## config.mk

```make
export PLATFORM = sky130hd
export DESIGN_NAME = fwd_hazard_ctrl_flat
export DESIGN_NICKNAME = d
export VERILOG_FILES = /design/src/rtl/fwd_hazard_ctrl_if.sv /design/src/rtl/fwd_hazard_ctrl.sv /design/src/flat_wrapper.sv
export SDC_FILE = /design/constraint.sdc
export NUM_CORES = 1
export LEC_CHECK = 0
export BUFFER_PORTS_ARGS = -buffer_cell sky130_fd_sc_hd__buf_4
export CAP_MARGIN = 40
export CORE_UTILIZATION = 45
export CTS_CLUSTER_DIAMETER = 40
export DETAILED_ROUTE_END_ITERATION = 10
export HOLD_SLACK_MARGIN = 0.05
export PLACE_DENSITY = 0.75
export SYNTH_ARGS = -nofsm -noshare
export SYNTH_HDL_FRONTEND = slang
export SYNTH_SLANG_ARGS = --single-unit
export TNS_END_PERCENT = 30
```

## constraint.sdc

```tcl
create_clock -name clk -period 2.2 [get_ports clk]
set_clock_uncertainty 0.05 [all_clocks]
set_input_delay 0.22 -clock clk [delete_from_list [all_inputs] [get_ports clk]]
set_output_delay 0.22 -clock clk [all_outputs]
set_load 0.02 [all_outputs]
```

## src/rtl/fwd_hazard_ctrl_if.sv

```systemverilog
// Bus between the ID/EXE pipeline control and the forwarding/hazard controller.
// The master side drives the pipeline state. The slave side returns the operand selects and the stall.
interface fwd_hazard_ctrl_if #(
  parameter int NUM_SRC = 2,
  parameter int REG_W   = 4,
  parameter int DEPTH   = 2
);
  localparam int SEL_W = $clog2(DEPTH + 1);

  logic                       enable_forwarding;
  logic                       flush;
  logic                       exe_valid;
  logic [REG_W-1:0]           exe_dest;
  logic                       exe_wb_en;
  logic                       exe_mem_read;
  logic [NUM_SRC*REG_W-1:0]   exe_src;
  logic [NUM_SRC-1:0]         exe_src_valid;
  logic [NUM_SRC*REG_W-1:0]   id_src;
  logic [NUM_SRC-1:0]         id_src_valid;
  logic [NUM_SRC*SEL_W-1:0]   sel_src;
  logic                       hazard_stall;

  modport master (
    output enable_forwarding, flush, exe_valid, exe_dest, exe_wb_en, exe_mem_read,
           exe_src, exe_src_valid, id_src, id_src_valid,
    input  sel_src, hazard_stall
  );

  modport slave (
    input  enable_forwarding, flush, exe_valid, exe_dest, exe_wb_en, exe_mem_read,
           exe_src, exe_src_valid, id_src, id_src_valid,
    output sel_src, hazard_stall
  );
endinterface

```

## src/rtl/fwd_hazard_ctrl.sv

```systemverilog
// Forwarding selector and hazard controller. It keeps a registered destination-tag history of the
// post-EXE stages and runs a load-use stall FSM. It also has a stall-on-pending-write mode for use without forwarding.
module fwd_hazard_ctrl #(
  parameter int NUM_SRC  = 2,
  parameter int REG_W    = 4,
  parameter int DEPTH    = 2,
  parameter int LOAD_LAT = 1
) (
  input logic              clk,
  input logic              rst_n,
  fwd_hazard_ctrl_if.slave bus
);
  localparam int SEL_W = $clog2(DEPTH + 1);
  localparam int CNT_W = $clog2(LOAD_LAT + 1);

  typedef struct packed {
    logic             valid;
    logic [REG_W-1:0] dest;
    logic             wb_en;
    logic             mem_read;
  } tag_t;

  typedef enum logic {IDLE = 1'b0, HOLD = 1'b1} state_e;

  tag_t                     tag_q [1:DEPTH];
  tag_t                     tag_d [1:DEPTH];
  state_e                   state_q, state_d;
  logic [CNT_W-1:0]         cnt_q, cnt_d;
  logic                     load_hit, pend_hit, stall;
  logic [NUM_SRC*SEL_W-1:0] sel;
  logic                     mem_read_unused;

  // NOTE: every signal written in always_comb gets a default first, so no path can infer a latch.
  always_comb begin
    tag_d[1].valid    = bus.exe_valid;
    tag_d[1].dest     = bus.exe_dest;
    tag_d[1].wb_en    = bus.exe_wb_en;
    tag_d[1].mem_read = bus.exe_mem_read;
    for (int k = 2; k <= DEPTH; k++) tag_d[k] = tag_q[k-1];
    if (bus.flush) begin
      for (int k = 1; k <= DEPTH; k++) tag_d[k].valid = 1'b0;
    end
  end

  // NOTE: sequential state uses non-blocking assignments so every flop samples pre-edge values.
  always_ff @(posedge clk or negedge rst_n) begin
    if (!rst_n) begin
      for (int k = 1; k <= DEPTH; k++) tag_q[k] <= '0;
    end else begin
      for (int k = 1; k <= DEPTH; k++) tag_q[k] <= tag_d[k];
    end
  end

  // Scan from oldest to youngest so that the youngest matching stage overwrites the select.
  always_comb begin
    sel = '0;
    for (int i = 0; i < NUM_SRC; i++) begin
      for (int k = DEPTH; k >= 1; k--) begin
        if (bus.enable_forwarding && bus.exe_src_valid[i] && tag_q[k].valid && tag_q[k].wb_en &&
            tag_q[k].dest == bus.exe_src[i*REG_W +: REG_W])
          sel[i*SEL_W +: SEL_W] = SEL_W'(k);
      end
    end
  end

  // The WB stage writes in the first half-cycle, so tag[DEPTH] never causes a hazard.
  always_comb begin
    load_hit = 1'b0;
    pend_hit = 1'b0;
    for (int i = 0; i < NUM_SRC; i++) begin
      if (bus.id_src_valid[i]) begin
        if (bus.exe_valid && bus.exe_wb_en && bus.exe_dest == bus.id_src[i*REG_W +: REG_W]) begin
          pend_hit = 1'b1;
          if (bus.exe_mem_read) load_hit = 1'b1;
        end
        for (int k = 1; k < DEPTH; k++) begin
          if (tag_q[k].valid && tag_q[k].wb_en && tag_q[k].dest == bus.id_src[i*REG_W +: REG_W])
            pend_hit = 1'b1;
        end
      end
    end
  end

  // The load flag is kept in the history for debug visibility only.
  always_comb begin
    mem_read_unused = 1'b0;
    for (int k = 1; k <= DEPTH; k++) mem_read_unused = mem_read_unused | tag_q[k].mem_read;
  end

  always_ff @(posedge clk or negedge rst_n) begin
    if (!rst_n) begin
      state_q <= IDLE;
      cnt_q   <= '0;
    end else begin
      state_q <= state_d;
      cnt_q   <= cnt_d;
    end
  end

  // The IDLE cycle that detects the load is the first stall cycle; HOLD covers the remaining LOAD_LAT-1.
  always_comb begin
    state_d = state_q;
    cnt_d   = cnt_q;
    if (!bus.enable_forwarding || bus.flush) begin
      state_d = IDLE;
      cnt_d   = '0;
    end else begin
      unique case (state_q)
        IDLE: if (load_hit && LOAD_LAT > 1) begin
          state_d = HOLD;
          cnt_d   = CNT_W'(LOAD_LAT - 1);
        end
        HOLD: begin
          cnt_d = cnt_q - 1'b1;
          if (cnt_q == CNT_W'(1)) state_d = IDLE;
        end
        default: state_d = IDLE;
      endcase
    end
  end

  always_comb begin
    stall = 1'b0;
    if (rst_n && !bus.flush) begin
      if (bus.enable_forwarding) stall = (state_q == HOLD) || load_hit;
      else                       stall = pend_hit;
    end
  end

  assign bus.sel_src      = sel;
  assign bus.hazard_stall = stall;
endmodule

```

## src/flat_wrapper.sv

```systemverilog
// flat-port wrapper written by rule: the top's interface ports become plain ports
module fwd_hazard_ctrl_flat 
#(
  parameter int NUM_SRC  = 2,
  parameter int REG_W    = 4,
  parameter int DEPTH    = 2,
  parameter int LOAD_LAT = 1
)
  (clk, rst_n, bus_enable_forwarding, bus_flush, bus_exe_valid, bus_exe_dest, bus_exe_wb_en, bus_exe_mem_read, bus_exe_src, bus_exe_src_valid, bus_id_src, bus_id_src_valid, bus_sel_src, bus_hazard_stall);
  fwd_hazard_ctrl_if #(.NUM_SRC(NUM_SRC), .REG_W(REG_W), .DEPTH(DEPTH)) bus_i ();
  input logic clk;
  input logic rst_n;
  input wire logic [$bits(bus_i.enable_forwarding)-1:0] bus_enable_forwarding;
  input wire logic [$bits(bus_i.flush)-1:0] bus_flush;
  input wire logic [$bits(bus_i.exe_valid)-1:0] bus_exe_valid;
  input wire logic [$bits(bus_i.exe_dest)-1:0] bus_exe_dest;
  input wire logic [$bits(bus_i.exe_wb_en)-1:0] bus_exe_wb_en;
  input wire logic [$bits(bus_i.exe_mem_read)-1:0] bus_exe_mem_read;
  input wire logic [$bits(bus_i.exe_src)-1:0] bus_exe_src;
  input wire logic [$bits(bus_i.exe_src_valid)-1:0] bus_exe_src_valid;
  input wire logic [$bits(bus_i.id_src)-1:0] bus_id_src;
  input wire logic [$bits(bus_i.id_src_valid)-1:0] bus_id_src_valid;
  output wire logic [$bits(bus_i.sel_src)-1:0] bus_sel_src;
  output wire logic [$bits(bus_i.hazard_stall)-1:0] bus_hazard_stall;
  assign bus_i.enable_forwarding = bus_enable_forwarding;
  assign bus_i.flush = bus_flush;
  assign bus_i.exe_valid = bus_exe_valid;
  assign bus_i.exe_dest = bus_exe_dest;
  assign bus_i.exe_wb_en = bus_exe_wb_en;
  assign bus_i.exe_mem_read = bus_exe_mem_read;
  assign bus_i.exe_src = bus_exe_src;
  assign bus_i.exe_src_valid = bus_exe_src_valid;
  assign bus_i.id_src = bus_id_src;
  assign bus_i.id_src_valid = bus_id_src_valid;
  assign bus_sel_src = bus_i.sel_src;
  assign bus_hazard_stall = bus_i.hazard_stall;
  fwd_hazard_ctrl #(.NUM_SRC(NUM_SRC), .REG_W(REG_W), .DEPTH(DEPTH), .LOAD_LAT(LOAD_LAT)) u_core (.clk(clk), .rst_n(rst_n), .bus(bus_i));
endmodule
```

==> flow_summary.ini <==
[outcome]
outcome = finished clean

[critical_path]
crit_fanout = 5
crit_path_end_kind = output pin
worstPathArrival_ns = 1.86
max_stage_delay_ns = 0.46
startpoint_type = register
crit_required_ns = 1.93
crit_buf_inv = 1
slowest_stage = dfrtp_2
crit_start = u_core.tag_d[4]
critPathTopFamily = compound AO/OA/AOI/OAI gates
path_cells = xor2_1 -> nor3_2 -> nand3_1 -> a211o_1 -> a311oi_2 -> buf_4
critical_path_class = reg2out
regToRegStartpoint = u_core.state_q
ff2ff_setup_slack_ns = 1.38

[clocking]
cts_root_buffer = clkbuf_4
clk_latency_ns = 0.28
clk_path_buf_depth = 2
cts_tree = yes
cts_buffers = 3
htree_levels = 1
cts_sinks = 14
clk_pin_slew_ns = 0.08

[timing]
hold_violations = 0
finalCritPeriodShare = 0.9697
finalSetupViolCount = 0
rsz0062_at_grt = yes
relSlewSlack = 0.7512
fin_crit_ns = 2.133
tightest_slew_ns = 0.3698
fmax_mhz = 468.8
slew_viol_final = 0

[drt]
route.detailed.drc = 0
wl_per_cell_um = 13.25
drt-initial-drc-count = 5
wirelength_mm = 1.974
vias = 757
first_pass_iters = 4
ant_nets = 0
vias_per_cell = 5.081

[power_and_ir_drop]
p_clk_frac = 0.306
p_switching_mw = 0.1568
power.density_nw_per_um2 = 489.2
comb_power_share = 0.234
p_int_mw = 0.4510
finalPower_mw = 0.6078
leakagePower_nw = 0.5403
peakVddDrop_v = 0.0004462
p_sw_frac = 0.2580
seqPwrFrac = 0.460

[synthesis]
synth.avg_cell_area_sq_um = 10.47
synth.ff_latch_count = 14
syn_area_sq_um = 817.0
ys_types = 16
syn_nets = 109
netlist.area_leader.share = 0.4288
synthTopCellsByArea = dfrtp_1, xnor2_1, xor2_1
synth_seq_area_share = 0.4288
synth_top_cell_by_area = dfrtp_1
ys_warn_count = 0
syn_inst = 78

[min_path]
worstHoldStart = bus_flush
min_path_type = in2reg

[die]
fp.dieArea_sq_um = 1990
start_util = 0.4784
row_count = 15
die_height_um = 44.61
die_x_um = 44.61
core-area_sq_um = 1708
boundaryPins = 36

[flow_run]
maxCapViolCount = 0

[global_routing]
grt_max_degree = 16
grt_first_pass_wirelength_mm = 3.098
antenna_found_initial = 0
grt_usage = 0.2164
grt_overflow_total = 0
grt_pass1_vias = 754

[place]
dp_hpwl_mm = 1.517
port-buffer-count = 35
place.gp.congestion = 0.7743

[finish]
antenna_cells = 0
drive_gt1_frac = 0.3790
fin_util = 0.7275
synthToLayoutAreaGrowth_pct = 52.07
nNetsFinal = 156
## cell usage after synthesis
cell type and count:
nor2b_1 2, a211o_1 1, a311oi_1 1, inv_1 2, nand4_1 2, o211ai_1 1
clkbuf_1 1, nor3_1 3, nor4_1 6, nor4b_1 1, xnor2_1 17, dfrtp_1 14
nand2_1 3, a32oi_1 1, nand3_1 7, xor2_1 16
## repair_timing
item,4_1_cts,5_1_grt
pin swaps,0,10
hold buffers,6,0
endpoints found under the hold margin,19,0
setup buffers,3,2
resized for setup,3,4
setup endpoints to repair,1,2
## metrics by stage
step           hold slack [ns]  cell area (sq um)  worst slack [ns]   TNS, ns  std cells
4_1_cts                0.06574               1230         0.0004667         0        150
6_report               0.07238               1242           0.06671         0        149
3_3_place_gp           0.02955               1107            0.2634         0        137
2_1_floorplan          -0.1256              817.0           0.07675         0         78
5_1_grt                0.07899               1242          -0.03842  -0.03842        149
3_5_place_dp           0.03235               1107            0.2657         0        137
## power by group through the flow
| stage | combinational [mW] | sequential (mW) | clock [mW] |
|---|---|---|---|
| after floorplan | 0.0560 | 0.282 | 0 |
| after global placement | 0.124 | 0.285 | 0 |
| after detailed placement | 0.126 | 0.286 | 0 |
| after CTS | 0.140 | 0.280 | 0.190 |
| after global routing | 0.156 | 0.281 | 0.200 |
| final | 0.142 | 0.280 | 0.186 |
## worst paths after layout
| path | cells after the start | to |
|---|---|---|
| worst max-delay path | 6 | bus_hazard_stall |
| worst min-delay path | 2 | u_core.tag_q[13] |
| worst max register to register | 2 | u_core.cnt_q |
| worst min register to register | 0 | u_core.tag_q[1] |
| max in group asynchronous | 2 | u_core.tag_d[4] |
| min in group asynchronous | 2 | u_core.tag_q[6] |
## layer usage
metal	track usage	vias up	wire length [um]
met5	0	-	0
met4	0.1091	0	39
met3	0.02449	5	114
met2	0.3647	33	1023
met1	0.2725	358	796
li1	-	361	-
## sequential cells by signal, indices dropped and copies added (netlist names)
register,flops
u_core.tag_d,5
u_core.tag_q,7
u_core.state_q,1
u_core.cnt_q,1
## layout make-up
class	count	area, sq um
fillers	134	465.4
clock buffers	4	36.28
flip-flops and latches	14	354.1
multi-input cells	61	473.0
repair buffers	43	340.3
inverters	2	7.507
well taps	25	31.28
## cell usage in the layout (no fill, tap or decap), types with 2 or more instances in the layout
cell and instances:
nor4_1 5, nand4_1 2, xnor2_1 17, nand3_1 7, dlygate4sd3_1 5, dfrtp_1 11, clkbuf_4 3, xor2_1 16
dfrtp_2 3, inv_1 2, nand2_1 3, buf_4 37, nor3_1 2, nor2b_1 2
## kinds of logic (layout without fill, tap and decap cells)
| kind of cell | Yosys count | count (layout) | synth area share |
|---|---|---|---|
| xor+xnor | 33 | 33 | 0.3537 |
| simple gates | 24 | 24 | 0.1623 |
| flops | 14 | 14 | 0.4288 |
| compound gates | 4 | 4 | 0.04136 |
| buf+inv | 3 | 49 | 0.01378 |
Power figures use the tool's default switching activity.
